File: config.mk
export PLATFORM = sky130hd
export DESIGN_NAME = therm_decoder_stream
export DESIGN_NICKNAME = d
export VERILOG_FILES = /design/src/rtl/therm_pkg.sv /design/src/rtl/therm_decoder_stream_sync_fifo.sv /design/src/rtl/therm_decoder_stream.sv
export SDC_FILE = /design/constraint.sdc
export NUM_CORES = 1
export LEC_CHECK = 0
export ABC_AREA = 1
export CELL_PAD_IN_SITES_DETAIL_PLACEMENT = 2
export CELL_PAD_IN_SITES_GLOBAL_PLACEMENT = 2
export CORE_MARGIN = 2
export CORE_UTILIZATION = 41
export CTS_BUF_LIST = sky130_fd_sc_hd__clkbuf_4 sky130_fd_sc_hd__clkbuf_8
export DETAILED_ROUTE_END_ITERATION = 7
export DONT_BUFFER_PORTS = 1
export GPL_ROUTABILITY_DRIVEN = 0
export PLACE_DENSITY = 0.82
export SLEW_MARGIN = 0
export SYNTH_ARGS = -nofsm -noshare
export SYNTH_HDL_FRONTEND = slang
export SYNTH_SLANG_ARGS = --single-unit
File: constraint.sdc
create_clock -name clk -period 4.9 [get_ports clk]
set_input_delay 1.225 -clock clk [delete_from_list [all_inputs] [get_ports clk]]
set_output_delay 1.225 -clock clk [all_outputs]
set_load 0.02 [all_outputs]
File: src/rtl/therm_pkg.sv
// Shared definitions for the thermometer encode/decode blocks: default widths,
// a constant log2 helper and the count-to-thermometer decode function.
package therm_pkg;

  localparam int CODE_W = 2;
  localparam int OUT_W  = 3;

  function automatic int clog2(input int n);
    int r;
    r = 32'sd0;
    while ((32'sd1 << r) < n) begin
      r = r + 32'sd1;
    end
    return r;
  endfunction

  // Bit i of the pattern is set iff the count exceeds i.
  function automatic logic [OUT_W-1:0] therm_decode(input logic [CODE_W-1:0] code);
    logic [OUT_W-1:0] r;
    r = '0;
    for (int i = 32'sd0; i < OUT_W; i++) begin
      r[i] = (int'(code) > i);
    end
    return r;
  endfunction

endpackage

File: src/rtl/therm_decoder_stream_sync_fifo.sv
// Small synchronous FIFO with occupancy count. push/pop requests are qualified
// internally against full/empty, so callers may hold requests asserted.
import therm_pkg::*;

module sync_fifo #(
  parameter int W     = 2,
  parameter int DEPTH = 4
) (
  input  logic                    clk,
  input  logic                    rst_n,
  input  logic                    push,
  input  logic                    pop,
  input  logic [W-1:0]            din,
  output logic [W-1:0]            dout,
  output logic                    full,
  output logic                    empty,
  output logic [clog2(DEPTH):0]   fill
);

  localparam int AW     = clog2(DEPTH);
  localparam int FILL_W = AW + 1;
  localparam logic [AW-1:0]     PTR_ONE  = AW'(1'b1);
  localparam logic [FILL_W-1:0] FILL_ONE = FILL_W'(1'b1);
  localparam logic [FILL_W-1:0] FILL_MAX = FILL_W'(DEPTH);

  logic [W-1:0]      mem_r [DEPTH];
  logic [AW-1:0]     wr_ptr_r;
  logic [AW-1:0]     rd_ptr_r;
  logic [FILL_W-1:0] fill_r;
  logic              do_push_s;
  logic              do_pop_s;

  assign full      = (fill_r == FILL_MAX);
  assign empty     = (fill_r == '0);
  assign do_push_s = push && !full;
  assign do_pop_s  = pop && !empty;
  assign dout      = mem_r[rd_ptr_r];
  assign fill      = fill_r;

  // Storage is deliberately not reset; fill=0 makes stale entries unreachable.
  always_ff @(posedge clk) begin
    if (do_push_s) begin
      mem_r[wr_ptr_r] <= din;
    end
  end

  // Pointer and occupancy bookkeeping; pointers wrap naturally at DEPTH.
  always_ff @(posedge clk) begin
    if (!rst_n) begin
      wr_ptr_r <= '0;
      rd_ptr_r <= '0;
      fill_r   <= '0;
    end else begin
      if (do_push_s) begin
        wr_ptr_r <= wr_ptr_r + PTR_ONE;
      end
      if (do_pop_s) begin
        rd_ptr_r <= rd_ptr_r + PTR_ONE;
      end
      case ({do_push_s, do_pop_s})
        2'b10:   fill_r <= fill_r + FILL_ONE;
        2'b01:   fill_r <= fill_r - FILL_ONE;
        default: fill_r <= fill_r;
      endcase
    end
  end

endmodule

File: src/rtl/therm_decoder_stream.sv
// Streaming count-code to thermometer decoder: codes are buffered in a FIFO,
// decoded at the FIFO head and counted as they are delivered downstream.
import therm_pkg::*;

module therm_decoder_stream #(
  parameter int CODE_W = therm_pkg::CODE_W,
  parameter int OUT_W  = therm_pkg::OUT_W,
  parameter int DEPTH  = 4,
  parameter int CNT_W  = 8
) (
  input  logic                  clk,
  input  logic                  rst_n,
  input  logic                  in_valid,
  output logic                  in_ready,
  input  logic [CODE_W-1:0]     in_code,
  output logic                  out_valid,
  input  logic                  out_ready,
  output logic [OUT_W-1:0]      out_therm,
  output logic [CNT_W-1:0]      txn_cnt,
  output logic [clog2(DEPTH):0] fill
);

  localparam logic [CNT_W-1:0] CNT_ONE = CNT_W'(1'b1);

  logic [CODE_W-1:0] head_code_s;
  logic              full_s;
  logic              empty_s;
  logic [CNT_W-1:0]  txn_cnt_r;

  sync_fifo #(
    .W     (CODE_W),
    .DEPTH (DEPTH)
  ) u_fifo (
    .clk   (clk),
    .rst_n (rst_n),
    .push  (in_valid),
    .pop   (out_ready),
    .din   (in_code),
    .dout  (head_code_s),
    .full  (full_s),
    .empty (empty_s),
    .fill  (fill)
  );

  assign in_ready  = !full_s;
  assign out_valid = !empty_s;
  assign txn_cnt   = txn_cnt_r;

  // Gate the head entry so an empty FIFO never exposes stale or unknown data.
  always_comb begin
    out_therm = '0;
    if (!empty_s) begin
      out_therm = therm_decode(head_code_s);
    end else begin
      out_therm = '0;
    end
  end

  // Delivered-transaction counter, wraps silently.
  always_ff @(posedge clk) begin
    if (!rst_n) begin
      txn_cnt_r <= '0;
    end else if (out_valid && out_ready) begin
      txn_cnt_r <= txn_cnt_r + CNT_ONE;
    end else begin
      txn_cnt_r <= txn_cnt_r;
    end
  end

endmodule

# Word-level counts from Yosys, hierarchy flattened
# Memory sizes are Yosys's and may differ from the RTL's. A register that Yosys moved wholly into a read port is not among the register bits.
# Index checks and enable logic that the tools add are counted.
[word_totals]
out_inout_bits = 16
word_cells = 28
ram_bits = 8
inputBits = 6
n_memories = 1
ff_bits = 15
[memory_table]
columns = ["memory", "depth", "word_bits", "rd", "rd_ports_with_merged_regs", "wr", "line", "source"]
rows = [
  ["u_fifo.mem_r", 4, 2, 1, 1, 1, "therm_decoder_stream_sync_fifo.sv:26", "logic [W-1:0] mem_r [DEPTH];"],
]
[op_classes]
order_cmp = 3
n_mux = 6
eq_ne = 3
n_reduce_logical = 6
n_addsub = 5
[ops]
columns = ["op", "n"]
rows = [
  ["$add 8x1->8 const B", 1],
  ["$pmux 3 s2", 1],
  ["$add 2x1->2 const B", 2],
  ["$gt 2x1->1 const B", 2],
  ["$mux 2", 2],
  ["$add 3x1->3 const B", 1],
  ["$eq 3x3->1 const B", 1],
  ["$logic_not 3->1", 1],
  ["$mux 3", 1],
  ["$sub 3x1->3 const B", 1],
  ["$eq 2x1->1 const B", 1],
  ["$eq 2x2->1 const B", 1],
  ["$gt 2x2->1 const B", 1],
  ["$logic_and 1x1->1", 2],
  ["$logic_not 1->1", 2],
  ["$mux 1", 2],
  ["$reduce_bool 2->1", 1],
]

# Logic depth before layout (Yosys ltp)
# Gate-level depths: netlist of the first run.
[logic_depth]
depth_word = 5
ltp_mapped = 11
depth_no_buf = 11

# Modules after synthesis
# A second synthesis of the first run with hierarchy kept.
[hier_totals]
hier_cells = 150
area_unflattened_um2 = 1218.7
[by_module_without_submodules]
columns = ["module", "n_inst", "seq_area_each_um2", "cells_per_inst", "area_each_um2"]
rows = [
  ["sync_fifo", 1, 420.4, 90, 809.5],
  ["therm_decoder_stream", 1, 160.2, 60, 409.1],
]

# Least setup slack after synthesis of the first run
# Ideal clock, no wire load.
[synth_timing]
path_type = "input to register"
startpoint = "in out_ready"
endpoint = "reg u_fifo.fill_r[2], in the netlist u_fifo.fill[2]"
setup_time_ps = 126
required_ps = 4774
path_buffers = 0
path_slack_ps = 2377
t_arrival_ps = 2396
path_stages = 9
cell_sequence = "inv_1 -> a21oi_4 -> ha_1 -> inv_1 -> fa_1 -> nand2_1 -> nand3_1 -> o21ai_0 -> a21oi_1"
[synth_between]
elab_chain_cells = 3
elab_cells_between_ends = 5
classes_between = "eq/ne (2); mux (1); reduce/logical (2)"
[synth_lines]
columns = ["element", "line", "source"]
rows = [
  ["from (decl)", "therm_decoder_stream.sv:17", "input logic out_ready,"],
  ["$logic_and 1x1->1 *", "therm_decoder_stream_sync_fifo.sv:36", "assign do_pop_s = pop && !empty;"],
  ["net u_fifo.do_pop_s", "therm_decoder_stream_sync_fifo.sv:31", "logic do_pop_s;"],
  ["$eq 2x1->1 or $eq 2x2->1 (tied branches)", "therm_decoder_stream_sync_fifo.sv:60", "case ({do_push_s, do_pop_s})"],
  ["$pmux 3 s2 or $reduce_bool 2->1 (tied branches)", "-", ""],
  ["to (signal assigned)", "therm_decoder_stream_sync_fifo.sv:61", "2'b10: fill_r <= fill_r + FILL_ONE;"],
  ["to (signal assigned)", "therm_decoder_stream_sync_fifo.sv:62", "2'b01: fill_r <= fill_r - FILL_ONE;"],
  ["to (signal assigned)", "therm_decoder_stream_sync_fifo.sv:63", "default: fill_r <= fill_r;"],
  ["to (decl)", "therm_decoder_stream_sync_fifo.sv:29", "logic [FILL_W-1:0] fill_r;"],
]
# The timed path passes the listed nets; every way through them passes the cells marked *.
# A chain may end at the register's enable or synchronous reset.

# Final worst setup path of the first run
[layout_timing]
startpoint = "reg u_fifo.fill_r[2], in the netlist u_fifo.fill[2]"
endpoint = "out out_therm[2]"
[layout_between]
elab_chain_cells = 2
[layout_lines]
columns = ["element", "line", "source"]
rows = [
  ["$logic_not 3->1", "therm_decoder_stream_sync_fifo.sv:34", "assign empty = (fill_r == '0);"],
  ["$mux 3", "therm_decoder_stream.sv:52", "if (!empty_s) begin"],
  ["to (decl)", "therm_decoder_stream.sv:18", "output logic [OUT_W-1:0] out_therm,"],
]
# No other way between the ends.

==> summary.txt, run 1 <==
status: finished, final reports clean
hpwl dp: 2.45 mm
Tmin final: 2.95 ns
total gr overflow: 0
RSZ-0062 raised after global routing: no
number of global-route vias before repair: 1074
setup ws final: 1.95 ns
worst-case clock buffer depth: 2
dpl cells: 174
Slew Limit Fails: 0
R2R depth: 10
drt initial violations: 9
Top Usage Layer GRT: met2
Hold Fails Final Rpt: 0
FF-to-FF setup slack: 2.55 ns
Layout fillers: 323
Post-Syn Area: 1220 sq um
n_diodes: 0
Layout Utilization: 0.457
flops & latches, synth: 25
CORE AREA: 2780 sq um
CTS buffer count: 3
area grow syn2layout: 4.32%
area leader, netlist: dfxtp_1
wirelength, routed: 3.18 mm
Worst EP required: 3.67 ns
element type at the critical path end: output port
wire length of the first global-routing pass: 5.13 mm
detailed-route via count: 947
CTS Hold Bufs: 0
largest net degree at the start of global routing: 15
Net Count, Synth: 158
GRT Total Usage: 0.205
die height: 58.5 microns
reg2reg end: u_fifo.fill[2]$_SDFFE_PN0P_
slowest CP cell: dfxtp_1
met3 Use GR: 0.0527
Final setup violation count: 0
Detailed Routing Iterations Pass 1: 3
NumNets Final: 161
most area-consuming cells after synthesis: dfxtp_1 (28%), edfxtp_1 (20%), nand2_1 (8.3%), inv_1 (7.7%), ha_1 (6.2%)
TritonCTS clock tree: yes
worst-path fanout max: 5
Least-Margin Pin Slew: 0.459 ns
hold depth: 2
Seq/Total Area, Yosys: 0.477
worst hold start: u_fifo.rd_ptr_r[1]$_SDFFE_PN0P_
Final ANT Viol Nets: 0
final cell count without fillers: 178
Worst path max stage delay: 0.51 ns
routed vias/inst: 5.32
post-synth top area share: 0.280
critical path arrival: 1.72 ns
overall die area: 3420 sq um
clk_lat worst skew: 0.32 ns
antenna violations before repair: 0
P_leak: 0.556 nW
post-CTS setup repair buffer count: 0
fmax: 339 MHz
detailed-route DRC error count: 0
maxcap violations: 0
drt wl/cell: 17.8 microns
skew final: 0.00446 ns
clock root buffer: clkbuf_4
Power Density: 511 nW/um^2
setup slack at placement: 2.13 ns
Setup CP Type: reg2out
syn avg cell area: 8.40 sq um
met2 usage: 0.395
CP Cell Sequence: inv_1, nand2_4, nand3_1, a21oi_1
Initial Util: 0.438
total negative slack: 0 ns
CTS sink count: 25
clock slew at reported path FFs: 0.13 ns
Worst Hold Class: reg2reg
Worst Hold Endpoint: u_fifo.rd_ptr_r[1]$_SDFFE_PN0P_
I/O pin count: 22
worst vdd ir: 360 uV
Die X: 58.5 microns
r2r startpoint: u_fifo.fill[0]$_SDFFE_PN0P_
Max-slew headroom: 0.695
H-tree depth: 1
CP Launch Type: register
Synth cell types: 20
period utilisation layout: 0.602
PostCTS Resize Cnt: 0
layout cell share with drive strength beyond 1: 0.0748
num rows: 19
Synth Instances: 145
PortBufs: 0
met1 Usage GRT: 0.221
Syn. warnings: 0
[per-stage QoR]
| step | area [sq um] | hold slack [ns] | power, W |
|---|---|---|---|
| 6_report | 1270 | 0.534 | 0.000649 |
| 5_1_grt | 1270 | 0.553 | 0.000696 |
| 4_1_cts | 1270 | 0.535 | 0.000660 |
| 3_5_place_dp | 1240 | 0.493 | 0.000555 |
| 3_3_place_gp | 1240 | 0.486 | 0.000534 |
| 2_1_floorplan | 1220 | 0.463 | 0.000501 |
[per-layer routing]
| metal | routed length, microns | part of all wire | vias up |
|---|---|---|---|
| met1 | 1220 | 0.38 | 460 |
| li1 | - | - | 463 |
| met2 | 1790 | 0.56 | 22 |
| met5 | 0 | 0 | - |
| met4 | 23 | 0.0072 | 0 |
| met3 | 139 | 0.044 | 2 |
[logic make-up (layout without fill, tap and decap cells)]
group                      count (synthesis)  in the layout  synth area share
xor gates and xnor gates                   2              2            0.0144
adders and majority gates                  7              7            0.0781
buffers and inverters                     27             29            0.0904
and+or+nand+nor                           57             57             0.210
DFF                                       25             25             0.477
AOI/OAI and AO/OA                         27             27             0.131
[placed cells by master (no fill, tap or decap), drive strengths merged]
master  count
a21oi      15
clkbuf      4
dfxtp      17
edfxtp      8
fa          1
ha          6
inv        25
nand2      30
nand3       9
nor2       18
o21ai      10
o21bai      2
xor2        2
[how the worst max path moves through the flow]
stage,from,slack [ns],depth (start not counted),endpoint
floorplan,out_ready,2.38,9,u_fifo.fill[2]$_SDFFE_PN0P_
global placement,out_ready,2.29,9,u_fifo.fill[2]$_SDFFE_PN0P_
detailed placement,out_ready,2.13,9,u_fifo.fill[2]$_SDFFE_PN0P_
CTS,u_fifo.fill[2]$_SDFFE_PN0P_,1.91,4,out_therm[2]
global route,u_fifo.fill[2]$_SDFFE_PN0P_,1.87,4,out_therm[2]
finish,u_fifo.fill[2]$_SDFFE_PN0P_,1.95,4,out_therm[2]
[registers in the layout (all words and copies together), names as in the netlist, named ones only]
| name | count |
|---|---|
| txn_cnt | 8 |
| u_fifo.mem_r | 8 |
| u_fifo.fill | 3 |
| u_fifo.rd_ptr_r | 2 |
| u_fifo.wr_ptr_r | 2 |
[cell type report]
type | count | area (sq um) | share of cell area
flip-flops and latches | 25 | 581 | 0.457
inverters | 25 | 93.8 | 0.0739
multi-input cells | 93 | 527 | 0.415
well taps | 31 | 38.8 | 0.0305
clock buffers | 4 | 30.0 | 0.0236
[power breakdown]
| group | internal, W | switching [W] | total [W] |
|---|---|---|---|
| Sequential | 0.000248 | 0.0000567 | 0.000305 |
| Clock | 0.0000374 | 0.0000605 | 0.0000979 |
| Combinational | 0.0000661 | 0.000180 | 0.000246 |
| Total | 0.000352 | 0.000297 | 0.000649 |
[synthesized netlist by cell type]
master    instances
o21ai_1           1
nor2_4            1
o21ai_0           8
o21ai_2           1
edfxtp_1          8
fa_1              1
buf_6             1
nand2_4           3
a21oi_4           1
ha_1              6
nand2_1          27
xor2_1            2
nand3_1           9
o21bai_2          1
buf_2             1
o21bai_1          1
dfxtp_1          17
inv_1            25
nor2_1           17
a21oi_1          14
[worst max-delay path, delay by kind of cell, from the launching register on]
family,cells,cell delay (ns)
DFF,1,0.51
buffers and inverters,1,0.21
and+or+nand+nor,2,0.30
AOI/OAI and AO/OA,1,0.39
No activity file was read; power rests on OpenSTA's default activity.
==> run 2: changes to the inputs <==
--- a/config.mk
+++ b/config.mk
@@ -9,12 +9,12 @@
 export CELL_PAD_IN_SITES_DETAIL_PLACEMENT = 2
 export CELL_PAD_IN_SITES_GLOBAL_PLACEMENT = 2
 export CORE_MARGIN = 2
-export CORE_UTILIZATION = 41
+export CORE_UTILIZATION = 38
 export CTS_BUF_LIST = sky130_fd_sc_hd__clkbuf_4 sky130_fd_sc_hd__clkbuf_8
 export DETAILED_ROUTE_END_ITERATION = 7
 export DONT_BUFFER_PORTS = 1
 export GPL_ROUTABILITY_DRIVEN = 0
-export PLACE_DENSITY = 0.82
+export PLACE_DENSITY = 0.77
 export SLEW_MARGIN = 0
 export SYNTH_ARGS = -nofsm -noshare
 export SYNTH_HDL_FRONTEND = slang
==> constraint.sdc (replaced) <==
create_clock -name clk -period 2.8 [get_ports clk]
set_input_delay 0.7 -clock clk [delete_from_list [all_inputs] [get_ports clk]]
set_output_delay 0.7 -clock clk [all_outputs]
set_load 0.02 [all_outputs]
==> run 2 against run 1 <==
Cell area up 1.3%; critical path depth is the same; die area is 7.3% higher; clock-buffer cell count is the same; cell count increased by 7.3%; routed wire length shrank 11%; register-to-register slack worse by 2.0 ns; utilization fell by 3.5 points; combinational power up 71%; total power is 73% higher; critical endpoint unchanged; largest power group unchanged.
==> summary.txt, run 2 (same netlist as run 1, synthesis figures left out) <==
Power Density: 875 nW/um^2 (was 511 nW/um^2)
Setup CP Type: reg2out (unchanged)
num rows: 20 (was 19)
hold depth: 0 (was 2)
NumNets Final: 161 (unchanged)
wire length of the first global-routing pass: 4.61 mm (was 5.13 mm)
Worst EP required: 2.10 ns (was 3.67 ns)
CTS Hold Bufs: 0 (unchanged)
Tmin final: 2.38 ns
drt wl/cell: 14.7 microns (was 17.8 microns)
P_leak: 0.556 nW (unchanged)
Worst Hold Endpoint: u_fifo.mem_r[0][0]$_DFFE_PP_ (was u_fifo.rd_ptr_r[1]$_SDFFE_PN0P_)
fmax: 420 MHz
detailed-route via count: 948 (was 947)
clk_lat worst skew: 0.32 ns (about the same)
CORE AREA: 3050 sq um (was 2780 sq um)
GRT Total Usage: 0.175 (was 0.205)
r2r startpoint: u_fifo.fill[0]$_SDFFE_PN0P_ (unchanged)
total negative slack: 0 ns (unchanged)
Logic pwr share: 0.373 (was 0.379)
sw frac: 0.453 (was 0.458)
PortBufs: 0 (unchanged)
status: finished, final reports clean (unchanged)
Worst Hold Class: in2reg (was reg2reg)
CP Cell Sequence: inv_1, nand2_4, nand3_1, a21oi_1 (unchanged)
drt initial violations: 7 (was 9)
element type at the critical path end: output port (unchanged)
number of global-route vias before repair: 1024 (was 1074)
total gr overflow: 0 (unchanged)
antenna violations before repair: 0 (unchanged)
Max-slew headroom: 0.696 (was 0.695)
reg2reg end: u_fifo.fill[2]$_SDFFE_PN0P_ (unchanged)
NetSw: 0.000510 W (was 0.000297 W)
worst-path fanout max: 5 (unchanged)
Initial Util: 0.399 (was 0.438)
critical path arrival: 1.68 ns (was 1.72 ns)
worst-case clock buffer depth: 2 (unchanged)
CTS sink count: 25 (unchanged)
PostCTS Resize Cnt: 0 (unchanged)
hpwl dp: 2.27 mm (was 2.45 mm)
Pwr Total: 0.00113 W (was 0.000649 W)
FF-to-FF setup slack: 0.52 ns (was 2.55 ns)
R2R depth: 10 (unchanged)
Detailed Routing Iterations Pass 1: 4 (was 3)
TritonCTS clock tree: yes (unchanged)
area grow syn2layout: 5.65% (was 4.32%)
Die X: 60.6 microns (was 58.5 microns)
Final ANT Viol Nets: 0 (unchanged)
skew final: 0.0170 ns (was 0.00446 ns)
worst vdd ir: 431 uV (was 360 uV)
clock power share: 0.155 (was 0.151)
overall die area: 3670 sq um (was 3420 sq um)
clock root buffer: clkbuf_4 (unchanged)
detailed-route DRC error count: 0 (unchanged)
Least-Margin Pin Slew: 0.458 ns (was 0.459 ns)
period utilisation layout: 0.851
commonest non-fill, non-tap cell in the layout: nand2_1 (unchanged)
clock slew at reported path FFs: 0.15 ns (was 0.13 ns)
P_int: 0.000615 W (was 0.000352 W)
H-tree depth: 1 (unchanged)
Seq pwr share: 0.472 (was 0.470)
Hold Fails Final Rpt: 0 (unchanged)
RSZ-0062 raised after global routing: no (unchanged)
CP Launch Type: register (unchanged)
routed vias/inst: 4.96 (was 5.32)
area of the multi-input gates: 527 sq um (unchanged)
largest net degree at the start of global routing: 15 (unchanged)
wirelength, routed: 2.81 mm (was 3.18 mm)
worst hold start: in_code[0] (was u_fifo.rd_ptr_r[1]$_SDFFE_PN0P_)
die height: 60.6 microns (was 58.5 microns)
n_diodes: 0 (unchanged)
most frequent cells in the layout: nand2_1 (27), inv_1 (25), nor2_1 (17), dfxtp_1 (17), a21oi_1 (14) (unchanged)
Hold Slack: 0.457 ns (was 0.534 ns)
layout cell share with drive strength beyond 1: 0.0748 (unchanged)
Layout Utilization: 0.421 (was 0.457)
Worst path max stage delay: 0.49 ns (was 0.51 ns)
CTS buffer count: 3 (unchanged)
Final setup violation count: 0 (unchanged)
I/O pin count: 22 (unchanged)
post-CTS setup repair buffer count: 0 (unchanged)
FF+latch area: 581 sq um (unchanged)
Layout fillers: 374 (was 323)
maxcap violations: 0 (unchanged)
Slew Limit Fails: 0 (unchanged)
slowest CP cell: dfxtp_1 (unchanged)
[run 2: cell counts in the layout (fill, tap and decap cells not counted)]
Identical to the previous run, type by type.
[run 2: metrics by stage]
stage / setup WS, ns / instances / area (sq um)
3_5_place_dp: 0.534 / 187 / 1260
2_1_floorplan: 0.796 / 145 / 1220
3_3_place_gp: 0.675 / 187 / 1260
5_1_grt: 0.275 / 191 / 1290
6_report: 0.417 / 191 / 1290
4_1_cts: 0.390 / 191 / 1290
[run 2: cell type report]
| class | count | share of cell area |
|---|---|---|
| tap | 44 | 0.0428 |
| inverter | 25 | 0.0730 |
| sequential | 25 | 0.451 |
| clock buffer | 4 | 0.0233 |
| multi-input combinational | 93 | 0.410 |
[run 2: metal layers]
metal,wire (microns),vias to the layer above,share of wire,global-route usage
met2,1490,20,0.53,0.316
met3,98,6,0.035,0.0256
met1,1180,461,0.42,0.205
met4,48,0,0.017,0.0745
met5,0,-,0,0
li1,-,461,-,-
[run 2: worst max path at each step]
stage                                      startpoint                           to  slack, ns  depth (start not counted)
final                     u_fifo.fill[2]$_SDFFE_PN0P_                 out_therm[2]       0.42                          4
after global routing      u_fifo.fill[2]$_SDFFE_PN0P_                 out_therm[2]       0.28                          4
after CTS                 u_fifo.fill[2]$_SDFFE_PN0P_                 out_therm[2]       0.39                          4
after detailed placement  u_fifo.fill[0]$_SDFFE_PN0P_  u_fifo.fill[2]$_SDFFE_PN0P_       0.53                         10
after floorplan           u_fifo.fill[0]$_SDFFE_PN0P_  u_fifo.fill[2]$_SDFFE_PN0P_       0.80                         10
after global placement    u_fifo.fill[0]$_SDFFE_PN0P_  u_fifo.fill[2]$_SDFFE_PN0P_       0.67                         10
[run 2: worst max-delay path, delay by kind of cell, from the launching register on]
family / cells / cell delay (ns)
flops: 1 / 0.49
compound gates: 1 / 0.39
buf+inv: 1 / 0.19
simple gates: 2 / 0.30
[run 2: power by group through the flow]
stage	Sequential, W	Clock [W]	Combinational (W)
6_report	0.000531	0.000175	0.000420
5_1_grt	0.000543	0.000200	0.000478
4_1_cts	0.000534	0.000179	0.000432
3_5_place_dp	0.000543	0	0.000430
3_3_place_gp	0.000538	0	0.000400
2_1_floorplan	0.000525	0	0.000352
==> run 3: changes to the inputs <==
--- a/config.mk
+++ b/config.mk
@@ -9,12 +9,12 @@
 export CELL_PAD_IN_SITES_DETAIL_PLACEMENT = 2
 export CELL_PAD_IN_SITES_GLOBAL_PLACEMENT = 2
 export CORE_MARGIN = 2
-export CORE_UTILIZATION = 38
+export CORE_UTILIZATION = 41
 export CTS_BUF_LIST = sky130_fd_sc_hd__clkbuf_4 sky130_fd_sc_hd__clkbuf_8
 export DETAILED_ROUTE_END_ITERATION = 7
 export DONT_BUFFER_PORTS = 1
 export GPL_ROUTABILITY_DRIVEN = 0
-export PLACE_DENSITY = 0.77
+export PLACE_DENSITY = 0.82
 export SLEW_MARGIN = 0
 export SYNTH_ARGS = -nofsm -noshare
 export SYNTH_HDL_FRONTEND = slang
==> constraint.sdc (replaced) <==
create_clock -name clk -period 2.9 [get_ports clk]
set_input_delay 0.725 -clock clk [delete_from_list [all_inputs] [get_ports clk]]
set_output_delay 0.725 -clock clk [all_outputs]
set_load 0.02 [all_outputs]
==> run 3 against run 2 <==
Total power fell by 4.2%; routed wire length rose by 0.11%; worst setup slack improved by 0.033 ns; sequential share of layout area rose by 0.67 points; critical path depth did not move; flip-flop and latch count did not move.
==> summary.txt, run 3 (same netlist as run 1, synthesis figures left out) <==
status: finished, final reports clean (unchanged)
clock root buffer: clkbuf_4 (unchanged)
R2R depth: 10 (unchanged)
layout cell share with drive strength beyond 1: 0.0748 (unchanged)
num rows: 19 (was 20)
Detailed Routing Iterations Pass 1: 6 (was 4)
worst vdd ir: 465 uV (was 431 uV)
Worst Hold Endpoint: u_fifo.mem_r[0][1]$_DFFE_PP_ (was u_fifo.mem_r[0][0]$_DFFE_PP_)
r2r startpoint: u_fifo.fill[0]$_SDFFE_PN0P_ (unchanged)
H-tree depth: 1 (unchanged)
total negative slack: 0 ns (unchanged)
Slew Limit Fails: 0 (unchanged)
routed vias/inst: 5.21 (was 4.96)
setup ws final: 0.450 ns (was 0.417 ns)
worst hold start: in_code[1] (was in_code[0])
Initial Util: 0.438 (was 0.399)
clk_lat worst skew: 0.32 ns (about the same)
area grow syn2layout: 4.11% (was 5.65%)
detailed-route via count: 927 (was 948)
NumNets Final: 161 (unchanged)
post-CTS setup repair buffer count: 0 (unchanged)
RSZ-0062 raised after global routing: no (unchanged)
Power Density: 851 nW/um^2 (was 875 nW/um^2)
Setup CP Type: reg2out (unchanged)
clock slew at reported path FFs: 0.14 ns (was 0.15 ns)
hpwl dp: 2.26 mm (was 2.27 mm)
overall die area: 3420 sq um (was 3670 sq um)
Max-slew headroom: 0.694 (was 0.696)
die height: 58.5 microns (was 60.6 microns)
Hold Fails Final Rpt: 0 (unchanged)
largest net degree at the start of global routing: 15 (unchanged)
maxcap violations: 0 (unchanged)
CORE AREA: 2780 sq um (was 3050 sq um)
slowest CP cell: dfxtp_1 (unchanged)
CTS sink count: 25 (unchanged)
CTS buffer count: 3 (unchanged)
commonest non-fill, non-tap cell in the layout: nand2_1 (unchanged)
P_leak: 0.555 nW (was 0.556 nW)
wirelength, routed: 2.82 mm (was 2.81 mm)
hold depth: 0 (unchanged)
CTS Hold Bufs: 0 (unchanged)
setup slack at placement: 0.634 ns (was 0.534 ns)
antenna violations before repair: 0 (unchanged)
element type at the critical path end: output port (unchanged)
I/O pin count: 22 (unchanged)
CP Cell Sequence: inv_1, nand2_4, nand3_1, a21oi_1 (unchanged)
most frequent cells in the layout: nand2_1 (27), inv_1 (25), nor2_1 (17), dfxtp_1 (17), a21oi_1 (14) (unchanged)
CP Launch Type: register (unchanged)
Final ANT Viol Nets: 0 (unchanged)
fmax: 408 MHz
period utilisation layout: 0.845
number of global-route vias before repair: 1034 (was 1024)
Tmin final: 2.45 ns
reg2reg end: u_fifo.fill[2]$_SDFFE_PN0P_ (unchanged)
PortBufs: 0 (unchanged)
PostCTS Resize Cnt: 0 (unchanged)
Die X: 58.5 microns (was 60.6 microns)
GRT Total Usage: 0.190 (was 0.175)
Least-Margin Pin Slew: 0.460 ns (was 0.458 ns)
Final setup violation count: 0 (unchanged)
Worst Hold Class: in2reg (unchanged)
critical path arrival: 1.72 ns (was 1.68 ns)
FF-to-FF setup slack: 0.63 ns (was 0.52 ns)
wire length of the first global-routing pass: 4.84 mm (was 4.61 mm)
Worst EP required: 2.17 ns (was 2.10 ns)
worst-case clock buffer depth: 2 (unchanged)
drt initial violations: 14 (was 7)
total gr overflow: 0 (unchanged)
detailed-route DRC error count: 0 (unchanged)
Worst path max stage delay: 0.50 ns (was 0.49 ns)
n_diodes: 0 (unchanged)
TritonCTS clock tree: yes (unchanged)
skew final: 0.00918 ns (was 0.0170 ns)
worst-path fanout max: 5 (unchanged)
drt wl/cell: 15.8 microns (was 14.7 microns)
==> run 3: cell types whose count changed in the layout (fill, tap and decap cells not counted) <==
cell	change
clkbuf_4	-1
clkinv_2	+1
==> run 3: worst max-delay path by stage <==
stage	from	to	depth (start not counted)
floorplan	out_ready	u_fifo.fill[2]$_SDFFE_PN0P_	9
global placement	u_fifo.fill[0]$_SDFFE_PN0P_	u_fifo.fill[2]$_SDFFE_PN0P_	10
detailed placement	u_fifo.fill[0]$_SDFFE_PN0P_	u_fifo.fill[2]$_SDFFE_PN0P_	10
CTS	u_fifo.fill[2]$_SDFFE_PN0P_	out_therm[2]	4
global route	u_fifo.fill[2]$_SDFFE_PN0P_	out_therm[2]	4
finish	u_fifo.fill[2]$_SDFFE_PN0P_	out_therm[2]	4
==> run 3: metal layers <==
layer	vias up	track usage	wire length [microns]
li1	460	-	-
met1	452	0.244	1240
met2	13	0.321	1470
met3	2	0.0264	79
met4	0	0.0797	18
met5	-	0	0
==> run 3: cell type report <==
type | count | area, sq um
Clock buffer | 3 | 22.5
Tap cell | 31 | 38.8
Multi-Input combinational cell | 93 | 527
Clock inverter | 1 | 5.00
Inverter | 25 | 93.8
Sequential cell | 25 | 581
Fill cell | 309 | 1510
==> run 3: where the power goes <==
| part | internal [W] | switching (W) | total (W) |
|---|---|---|---|
| Combinational | 0.000111 | 0.000295 | 0.000407 |
| Sequential | 0.000420 | 0.0000947 | 0.000514 |
| Clock | 0.0000516 | 0.000105 | 0.000157 |
| Total | 0.000583 | 0.000495 | 0.00108 |
==> run 3: metrics by stage <==
stage               instances  hold WS (ns)  power [W]  utilization  instance area [sq um]
global route              178         0.461    0.00117        0.456                   1270
finish                    178         0.487    0.00108        0.456                   1270
global placement          174         0.485   0.000902        0.446                   1240
detailed placement        174         0.503   0.000937        0.446                   1240
floorplan                 145         0.463   0.000847            -                   1220
CTS                       178         0.472    0.00110        0.456                   1270
==> run 3: critical path: cells and delay by family (launching register included) <==
kind	cells	cell delay, ns
AOI/OAI and AO/OA	1	0.39
buffers and inverters	1	0.21
DFF	1	0.50
and+or+nand+nor	2	0.31
